$ cat src/rtl/pingpong_ctrl.sv
// pingpong_ctrl
// Self-sequencing ping-pong controller for two external single-port
// synchronous RAMs. One bank is filled from the write stream while the
// other bank is read out into a 2-entry output FIFO that feeds the read
// stream. The banks swap when the write bank is full and the read bank has
// no reads outstanding.
//
// Ports
//   clock_in            single clock for the controller and both RAMs
//   reset               synchronous, active-high reset
//   wr_valid/wr_ready   write stream handshake, wr_data write word
//   rd_valid/rd_ready   read stream handshake, rd_data read word (FIFO head)
//   a_add/b_add         bank addresses
//   a_wea/b_wea         bank write enables
//   a_din/b_din         bank write data (both carry wr_data)
//   a_dout/b_dout       bank read data, one-cycle read latency
//   ena                 RAM enable, constant 1
//   bank_sel            current write bank (0 = A, 1 = B)
//   swap_pulse          one-cycle pulse after each swap
module pingpong_ctrl #(
  parameter int ADDR_W = 4,
  parameter int DEPTH  = 16,
  parameter int DATA_W = 8
) (
  input  logic              clock_in,
  input  logic              reset,
  input  logic              wr_valid,
  output logic              wr_ready,
  input  logic [DATA_W-1:0] wr_data,
  output logic              rd_valid,
  input  logic              rd_ready,
  output logic [DATA_W-1:0] rd_data,
  output logic [ADDR_W-1:0] a_add,
  output logic [ADDR_W-1:0] b_add,
  output logic              a_wea,
  output logic              b_wea,
  output logic [DATA_W-1:0] a_din,
  output logic [DATA_W-1:0] b_din,
  input  logic [DATA_W-1:0] a_dout,
  input  logic [DATA_W-1:0] b_dout,
  output logic              ena,
  output logic              bank_sel,
  output logic              swap_pulse
);

  localparam logic [ADDR_W-1:0] LAST_IDX = ADDR_W'(DEPTH - 1);

  logic              r_bank_sel;
  logic [ADDR_W-1:0] r_wr_cnt;
  logic              r_wr_full;
  logic [ADDR_W-1:0] r_rd_cnt;
  logic              r_rd_active;
  logic              r_rd_inflight;
  logic              r_swap_pulse;
  logic [DATA_W-1:0] r_fifo_mem [2];
  logic              r_fifo_wptr;
  logic              r_fifo_rptr;
  logic [1:0]        r_fifo_occ;

  logic              w_wr_fire;
  logic              w_pop;
  logic              w_push;
  logic [2:0]        w_credit;
  logic              w_rd_issue;
  logic              w_swap;
  logic [DATA_W-1:0] w_rd_dout;

  // Reset gating keeps the RAM write enables low while reset is asserted.
  assign w_wr_fire = wr_valid && !r_wr_full && !reset;
  assign w_pop     = (r_fifo_occ != 2'd0) && rd_ready;
  assign w_push    = r_rd_inflight;
  // Slots claimed after this edge: stored words plus the returning read,
  // less the word leaving now. Counting the departing word is what lets a
  // new read issue every cycle when the consumer keeps up.
  assign w_credit   = {1'b0, r_fifo_occ} + {2'b00, r_rd_inflight} - {2'b00, w_pop};
  assign w_rd_issue = r_rd_active && (w_credit < 3'd2) && !reset;
  assign w_swap     = r_wr_full && !r_rd_active && !r_rd_inflight;
  // No swap happens with a read in flight, so returning data always comes
  // from the bank opposite the current write bank.
  assign w_rd_dout  = r_bank_sel ? a_dout : b_dout;

  assign wr_ready   = !r_wr_full;
  assign rd_valid   = (r_fifo_occ != 2'd0);
  assign rd_data    = r_fifo_mem[r_fifo_rptr];
  assign a_din      = wr_data;
  assign b_din      = wr_data;
  assign ena        = 1'b1;
  assign bank_sel   = r_bank_sel;
  assign swap_pulse = r_swap_pulse;

  // Bank address/write-enable mux: write bank follows wr_cnt, read bank rd_cnt.
  always_comb begin
    a_add = '0;
    b_add = '0;
    a_wea = 1'b0;
    b_wea = 1'b0;
    if (r_bank_sel == 1'b0) begin
      a_add = r_wr_cnt;
      a_wea = w_wr_fire;
      b_add = r_rd_cnt;
      b_wea = 1'b0;
    end else begin
      b_add = r_wr_cnt;
      b_wea = w_wr_fire;
      a_add = r_rd_cnt;
      a_wea = 1'b0;
    end
  end

  // Bank sequencing, counters, read tracking and the output FIFO.
  always_ff @(posedge clock_in) begin
    if (reset) begin
      r_bank_sel    <= 1'b0;
      r_wr_cnt      <= '0;
      r_wr_full     <= 1'b0;
      r_rd_cnt      <= '0;
      r_rd_active   <= 1'b0;
      r_rd_inflight <= 1'b0;
      r_swap_pulse  <= 1'b0;
      r_fifo_mem[0] <= '0;
      r_fifo_mem[1] <= '0;
      r_fifo_wptr   <= 1'b0;
      r_fifo_rptr   <= 1'b0;
      r_fifo_occ    <= 2'd0;
    end else begin
      r_swap_pulse <= w_swap;
      if (w_swap) begin
        r_bank_sel  <= ~r_bank_sel;
        r_wr_cnt    <= '0;
        r_wr_full   <= 1'b0;
        r_rd_cnt    <= '0;
        r_rd_active <= 1'b1;
      end else begin
        if (w_wr_fire) begin
          if (r_wr_cnt == LAST_IDX) begin
            r_wr_cnt  <= '0;
            r_wr_full <= 1'b1;
          end else begin
            r_wr_cnt <= r_wr_cnt + ADDR_W'(1);
          end
        end
        // The last read retires the bank here; the in-flight flag holds the
        // swap off until its data has landed in the FIFO.
        if (w_rd_issue) begin
          if (r_rd_cnt == LAST_IDX) begin
            r_rd_cnt    <= '0;
            r_rd_active <= 1'b0;
          end else begin
            r_rd_cnt <= r_rd_cnt + ADDR_W'(1);
          end
        end
      end
      r_rd_inflight <= w_rd_issue;
      if (w_push) begin
        r_fifo_mem[r_fifo_wptr] <= w_rd_dout;
        r_fifo_wptr             <= ~r_fifo_wptr;
      end
      if (w_pop) begin
        r_fifo_rptr <= ~r_fifo_rptr;
      end
      case ({w_push, w_pop})
        2'b10:   r_fifo_occ <= r_fifo_occ + 2'd1;
        2'b01:   r_fifo_occ <= r_fifo_occ - 2'd1;
        default: r_fifo_occ <= r_fifo_occ;
      endcase
    end
  end

endmodule

$ cat config.mk
export PLATFORM = sky130hd
export DESIGN_NAME = pingpong_ctrl
export DESIGN_NICKNAME = d
export VERILOG_FILES = /design/src/rtl/pingpong_ctrl.sv
export SDC_FILE = /design/constraint.sdc
export NUM_CORES = 1
export LEC_CHECK = 0
export BUFFER_PORTS_ARGS = -buffer_cell sky130_fd_sc_hd__buf_2
export CELL_PAD_IN_SITES_DETAIL_PLACEMENT = 0
export CELL_PAD_IN_SITES_GLOBAL_PLACEMENT = 1
export CORE_UTILIZATION = 30
export CTS_CLUSTER_SIZE = 16
export DETAILED_ROUTE_END_ITERATION = 6
export HOLD_SLACK_MARGIN = 0.05
export PLACE_DENSITY = 0.76
export SLEW_MARGIN = 20
export SYNTH_ARGS = -nofsm -noshare
export SYNTH_HDL_FRONTEND = slang
export SYNTH_SLANG_ARGS = --single-unit
$ cat constraint.sdc
create_clock -name clock_in -period 6.4 [get_ports clock_in]
set_input_delay 0.96 -clock clock_in [delete_from_list [all_inputs] [get_ports clock_in]]
set_output_delay 0.96 -clock clock_in [all_outputs]
set_load 0.02 [all_outputs]
After elaboration in Yosys (flattened, before gate mapping)
Memories as Yosys holds them, arrays and structs flattened. A register that Yosys moved wholly into a read port is not among the register bits.
Index checks and enable logic that the tools add are counted.
- logic and storage cells: 65
- bits of input ports: 28
- output and inout bits: 39
- memory bits (writable): 16
- register bits: 17
- memories: 1
- add/sub/neg operators: 6
- equality and inequality tests: 4
- order comparisons: 1
- bitwise operators: 3
- muxes and demuxes: 21
- reductions and logical operators: 19
- memories (name ; depth ; width ; read ports ; clocked after memory_dff ; write ports ; line ; text):
    r_fifo_mem ; 2 ; 8 ; 1 ; 1 ; 2 ; 55 ; logic [DATA_W-1:0] r_fifo_mem [2];
- operator list (cell ; count):
    two-way mux 4 bit ; 4
    two-way mux 8 bit ; 2
    two-way mux 1 bit ; 14
    adder 4 x 1 -> 4 bit, second input constant ; 2
    equality test 4 bit, second input constant ; 2
    nonzero test 2 bit ; 4
    OR reduction 8 bit ; 1
    logical AND 1 bit ; 7
    logical NOT 1 bit ; 4
    case mux 2 bit (2 select lines) ; 1
    AND reduction 2 bit ; 2
    adder 2 x 1 -> 3 bit ; 1
    less-than comparator 3 x 2 -> 1 bit, second input constant ; 1
    NOT 1 bit ; 3
    subtractor 3 x 1 -> 3 bit ; 1
    adder 2 x 1 -> 2 bit, second input constant ; 1
    equality test 2 x 1 -> 1 bit, second input constant ; 1
    equality test 2 bit, second input constant ; 1
    OR reduction 2 bit ; 1
    subtractor 2 x 1 -> 2 bit, second input constant ; 1

Longest topological paths before layout
- word-level depth: 8
- mapped depth: 7
- mapped depth without buffers: 6

Worst setup path before layout
No wires, ideal clock.
- kind: input-to-reg
- start: input rd_ready
- end: register r_rd_cnt[0]
- required time: 6.334 ns
- arrival time: 2.529 ns
- stages: 6
- library setup time: 0.066 ns
- setup slack: 3.805 ns
- buffers on the path: 0
- cell sequence: and3b_1 -> o21ai_0 -> fa_1 -> xor2_2 -> or4_4 -> a21oi_2
- cells in the longest elaborated chain, start to end: 5
- RTL lines (what ; line ; text):
    start, declared ; 31 ; input logic rd_ready,
    logical AND 1 bit ; 70 ; assign w_pop = (r_fifo_occ != 2'd0) && rd_ready;
    subtractor 3 x 1 -> 3 bit ; 75 ; assign w_credit = {1'b0, r_fifo_occ} + {2'b00, r_rd_inflight} - {2'b00, w_pop};
    less-than comparator 3 x 2 -> 1 bit ; 76 ; assign w_rd_issue = r_rd_active && (w_credit < 3'd2) && !reset;
    logical AND 1 bit (2 in a row) ; 76 ;
    end signal, assigned ; 149 ; r_rd_cnt <= r_rd_cnt + ADDR_W'(1);
    end, declared ; 51 ; logic [ADDR_W-1:0] r_rd_cnt;
No other way between the ends.
A chain may end at the register's enable or synchronous reset.

Worst setup path in the final report
- start: input reset
- end: output b_wea
- cells in the longest elaborated chain, start to end: 3
- RTL lines (what ; line ; text):
    start, declared ; 26 ; input logic reset,
    logical NOT 1 bit ; 69 ; assign w_wr_fire = wr_valid && !r_wr_full && !reset;
    logical AND 1 bit ; 69 ;
    two-way mux 1 bit ; 97 ; if (r_bank_sel == 1'b0) begin
    end, declared ; 36 ; output logic b_wea,
No other way between the ends.

==> flow_metrics.tcl <==
set metrics [dict create \
    status "completed" \
    max_slew_margin_pct 37.7 \
    io_buffers 41 \
    power_density_nw_per_um2 198 \
    min_path_type "reg2reg" \
    die_area_um2 6470 \
    area_growth_pct 11.3 \
    clk_pin_slew_worst_paths_ns 0.07 \
    grt_pass1_wl_mm 5.72 \
    clockBufferDepth 2 \
    htree_levels 2 \
    min_period_over_period_pct 43.5 \
    cts_tree "built" \
    reg2reg_depth 6 \
    dp_hpwl_mm 2.48 \
    ant_nets 0 \
    drv_cap 0 \
    finClkSkew_ns 0.00221 \
    cts_num_sinks 34 \
    min-delay-start "r_fifo_rptr" \
    min_path_cells 2 \
    cts_root_buffer "clkbuf_8" \
    cp-end-kind "primary output" \
    cts_buffers 5 \
    gr-total-overflow 0 \
    die_h_um 80.5 \
    nNetsFinal 232 \
    worstPathRequired_ns 5.44 \
    cts_setup_buffers 0 \
    wirelength_mm 3.45 \
    holdWs_ns 0.510 \
    syn-cell-area_um2 1850 \
    dr.pass1.iters 4 \
    period_needed_ns 2.79 \
    worst-path-buf-inv 2 \
    grt_pass1_vias 1213 \
    hold_buffers 0 \
    worstReg2RegStart "r_fifo_occ[1]" \
    fin_tns_setup_ns 0 \
    cts_resized 0 \
    rr_endpoint "r_rd_cnt[0]" \
    crit_fanout 14 \
    ir_drop_mv 0.0623 \
    diodes 0 \
    synthDominantCellAreaShare_pct 26.0 \
    clkLatencyLatePin_ns 0.28 \
    final-setup-viol-count 0 \
    cp_common_cell "buf_2" \
    yosysWarnings 0 \
    hold_viol 0 \
    core_area_um2 5920 \
    drive_gt1_share_pct 35.6 \
    io-pin-count 67 \
    worst_slew_pin_slew_ns 0.933 \
    path_cells "buf_2 > nor3b_2 > and2_1 > buf_2" \
    viasPerCell 4.67 \
    gp_congestion 0.750 \
    fmax_mhz 359 \
    startpoint_type "input pin" \
    wire_per_inst_um 12.5 \
    ys_ff_latch 34 \
    syn_inst 177 \
    vias 1294 \
    synth_top_area_cell "edfxtp_1" \
    rsz0062_at_grt "no" \
    core.rowCount 28 \
    drcViolationCount 0 \
    syn_nets 208 \
    cp_slowest_cell "nor3b_2" \
    finalMaxSlewViolations 0 \
    syn_area_per_cell_um2 10.4 \
    crit_start "reset" \
    initial_core_util_pct 31.2 \
    r2r_slack_ns 4.05 \
    drt-initial-drc-count 45 \
    grt_use_total_pct 11.9 \
    max_stage_delay_ns 0.35 \
    grt_max_degree 22 \
    seq_area_frac_synth_pct 45.5 \
    critPathTopFamily "simple AND/OR/NAND/NOR gates" \
    finish.utilization_pct 34.7 \
    synth_area_leaders "edfxtp_1 (26%), dfxtp_1 (20%), mux2_2 (9.8%)" \
    antenna_found_initial 0 \
    critPathKind "in2out" \
    cp.arrival_ns 1.83 \
    fp.dieW_um 80.5 \
    ys_types 41 \
    p_leak_nw 0.856 \
]
## registers in the layout (all words and copies together), names as in the netlist, 2 cells and up, named ones only
signal      cells
r_fifo_mem     16
r_rd_cnt        4
r_wr_cnt        4
r_fifo_occ      2
## cell type report
class / count / area, µm²
inverter: 6 / 22.5
tap: 75 / 93.8
clock inverter: 2 / 8.76
fill: 591 / 3860
timing repair buffer: 41 / 205
multi-input combinational: 113 / 812
clock buffer: 6 / 72.6
sequential: 34 / 841
## report_power, final
part           total, mW  internal [mW]  leakage [nW]  switching (mW)
Clock              0.148         0.0746        0.0426          0.0737
Sequential         0.233          0.231         0.310         0.00193
Combinational     0.0262         0.0110         0.503          0.0153
Total              0.407          0.317         0.856          0.0909
## cell usage in the layout, fill, tap and decap left out, drive strengths merged, types with 2 or more instances in the layout
cell and n:
mux2 16, o21ai 7, dfxtp 18, nand2 7
buf 41, nor2 24, ha 2, clkbuf 6
clkinv 2, xnor2 4, and2 2, and3b 2
or2 2, or3 2, nor3b 2, xor2 2
nand3 6, mux2i 8, a21oi 9, edfxtp 16
and3 3, inv 6
## synth_stat cells, drive strengths merged
master	number
nor2	24
buf	22
dfxtp	18
edfxtp	16
mux2	16
a21oi	9
mux2i	8
nand2	7
o21ai	7
inv	6
nand3	6
xnor2	4
and3	3
and2	2
and3b	2
clkbuf	2
ha	2
nor3b	2
or2	2
or3	2
xor2	2
a2111oi	1
a21o	1
a311oi	1
a41oi	1
and4	1
and4b	1
and4bb	1
conb	1
fa	1
nand3b	1
nor2b	1
nor3	1
o41ai	1
or3b	1
or4	1
## worst reg2reg max path, cell delays in order (launching register included)
cell and delay (ns):
dfxtp_1 0.54, and3b_1 0.28, o21ai_0 0.15, fa_1 0.53, nand3b_1 0.16, or4_4 0.51, a21oi_2 0.11
## worst max-delay path by stage
stage,to,slack [ns],cells after the start
2_1_floorplan,r_rd_cnt[0],3.80,6
3_3_place_gp,a_wea,3.63,4
3_5_place_dp,r_rd_cnt[0],3.58,7
4_1_cts,b_add[3],3.60,2
5_1_grt,a_add[2],3.49,2
6_report,b_wea,3.61,4
## metrics by stage
step / cell area [µm²] / std cells / total power [mW] / setup slack (ns)
after floorplan: 1850 / 177 / 0.268 / 3.80
after detailed placement: 1970 / 269 / 0.264 / 3.58
final: 2060 / 277 / 0.407 / 3.61
after global placement: 1970 / 269 / 0.264 / 3.63
after global routing: 2060 / 277 / 0.426 / 3.49
after CTS: 2060 / 277 / 0.412 / 3.60
## cells by family (layout without fill, tap and decap cells)
logic type,Yosys count,in the layout,share of synthesized area (%)
AND/OR/NAND/NOR,58,58,16.9
flip-flops,34,34,45.5
buffers and inverters,30,55,10.5
multiplexers,24,24,14.1
AO/OA/AOI/OAI,21,21,7.05
XOR/XNOR,6,6,3.25
adder cells (fa/ha/maj),3,3,2.44
other,1,1,0.203
## metal layers
metal | track usage, % | wire [µm]
met5 | 0 | 0
met4 | 6.25 | 62
met3 | 4.09 | 258
met2 | 18.1 | 1540
met1 | 14.7 | 1590
(Power assumes the default switching activity.)
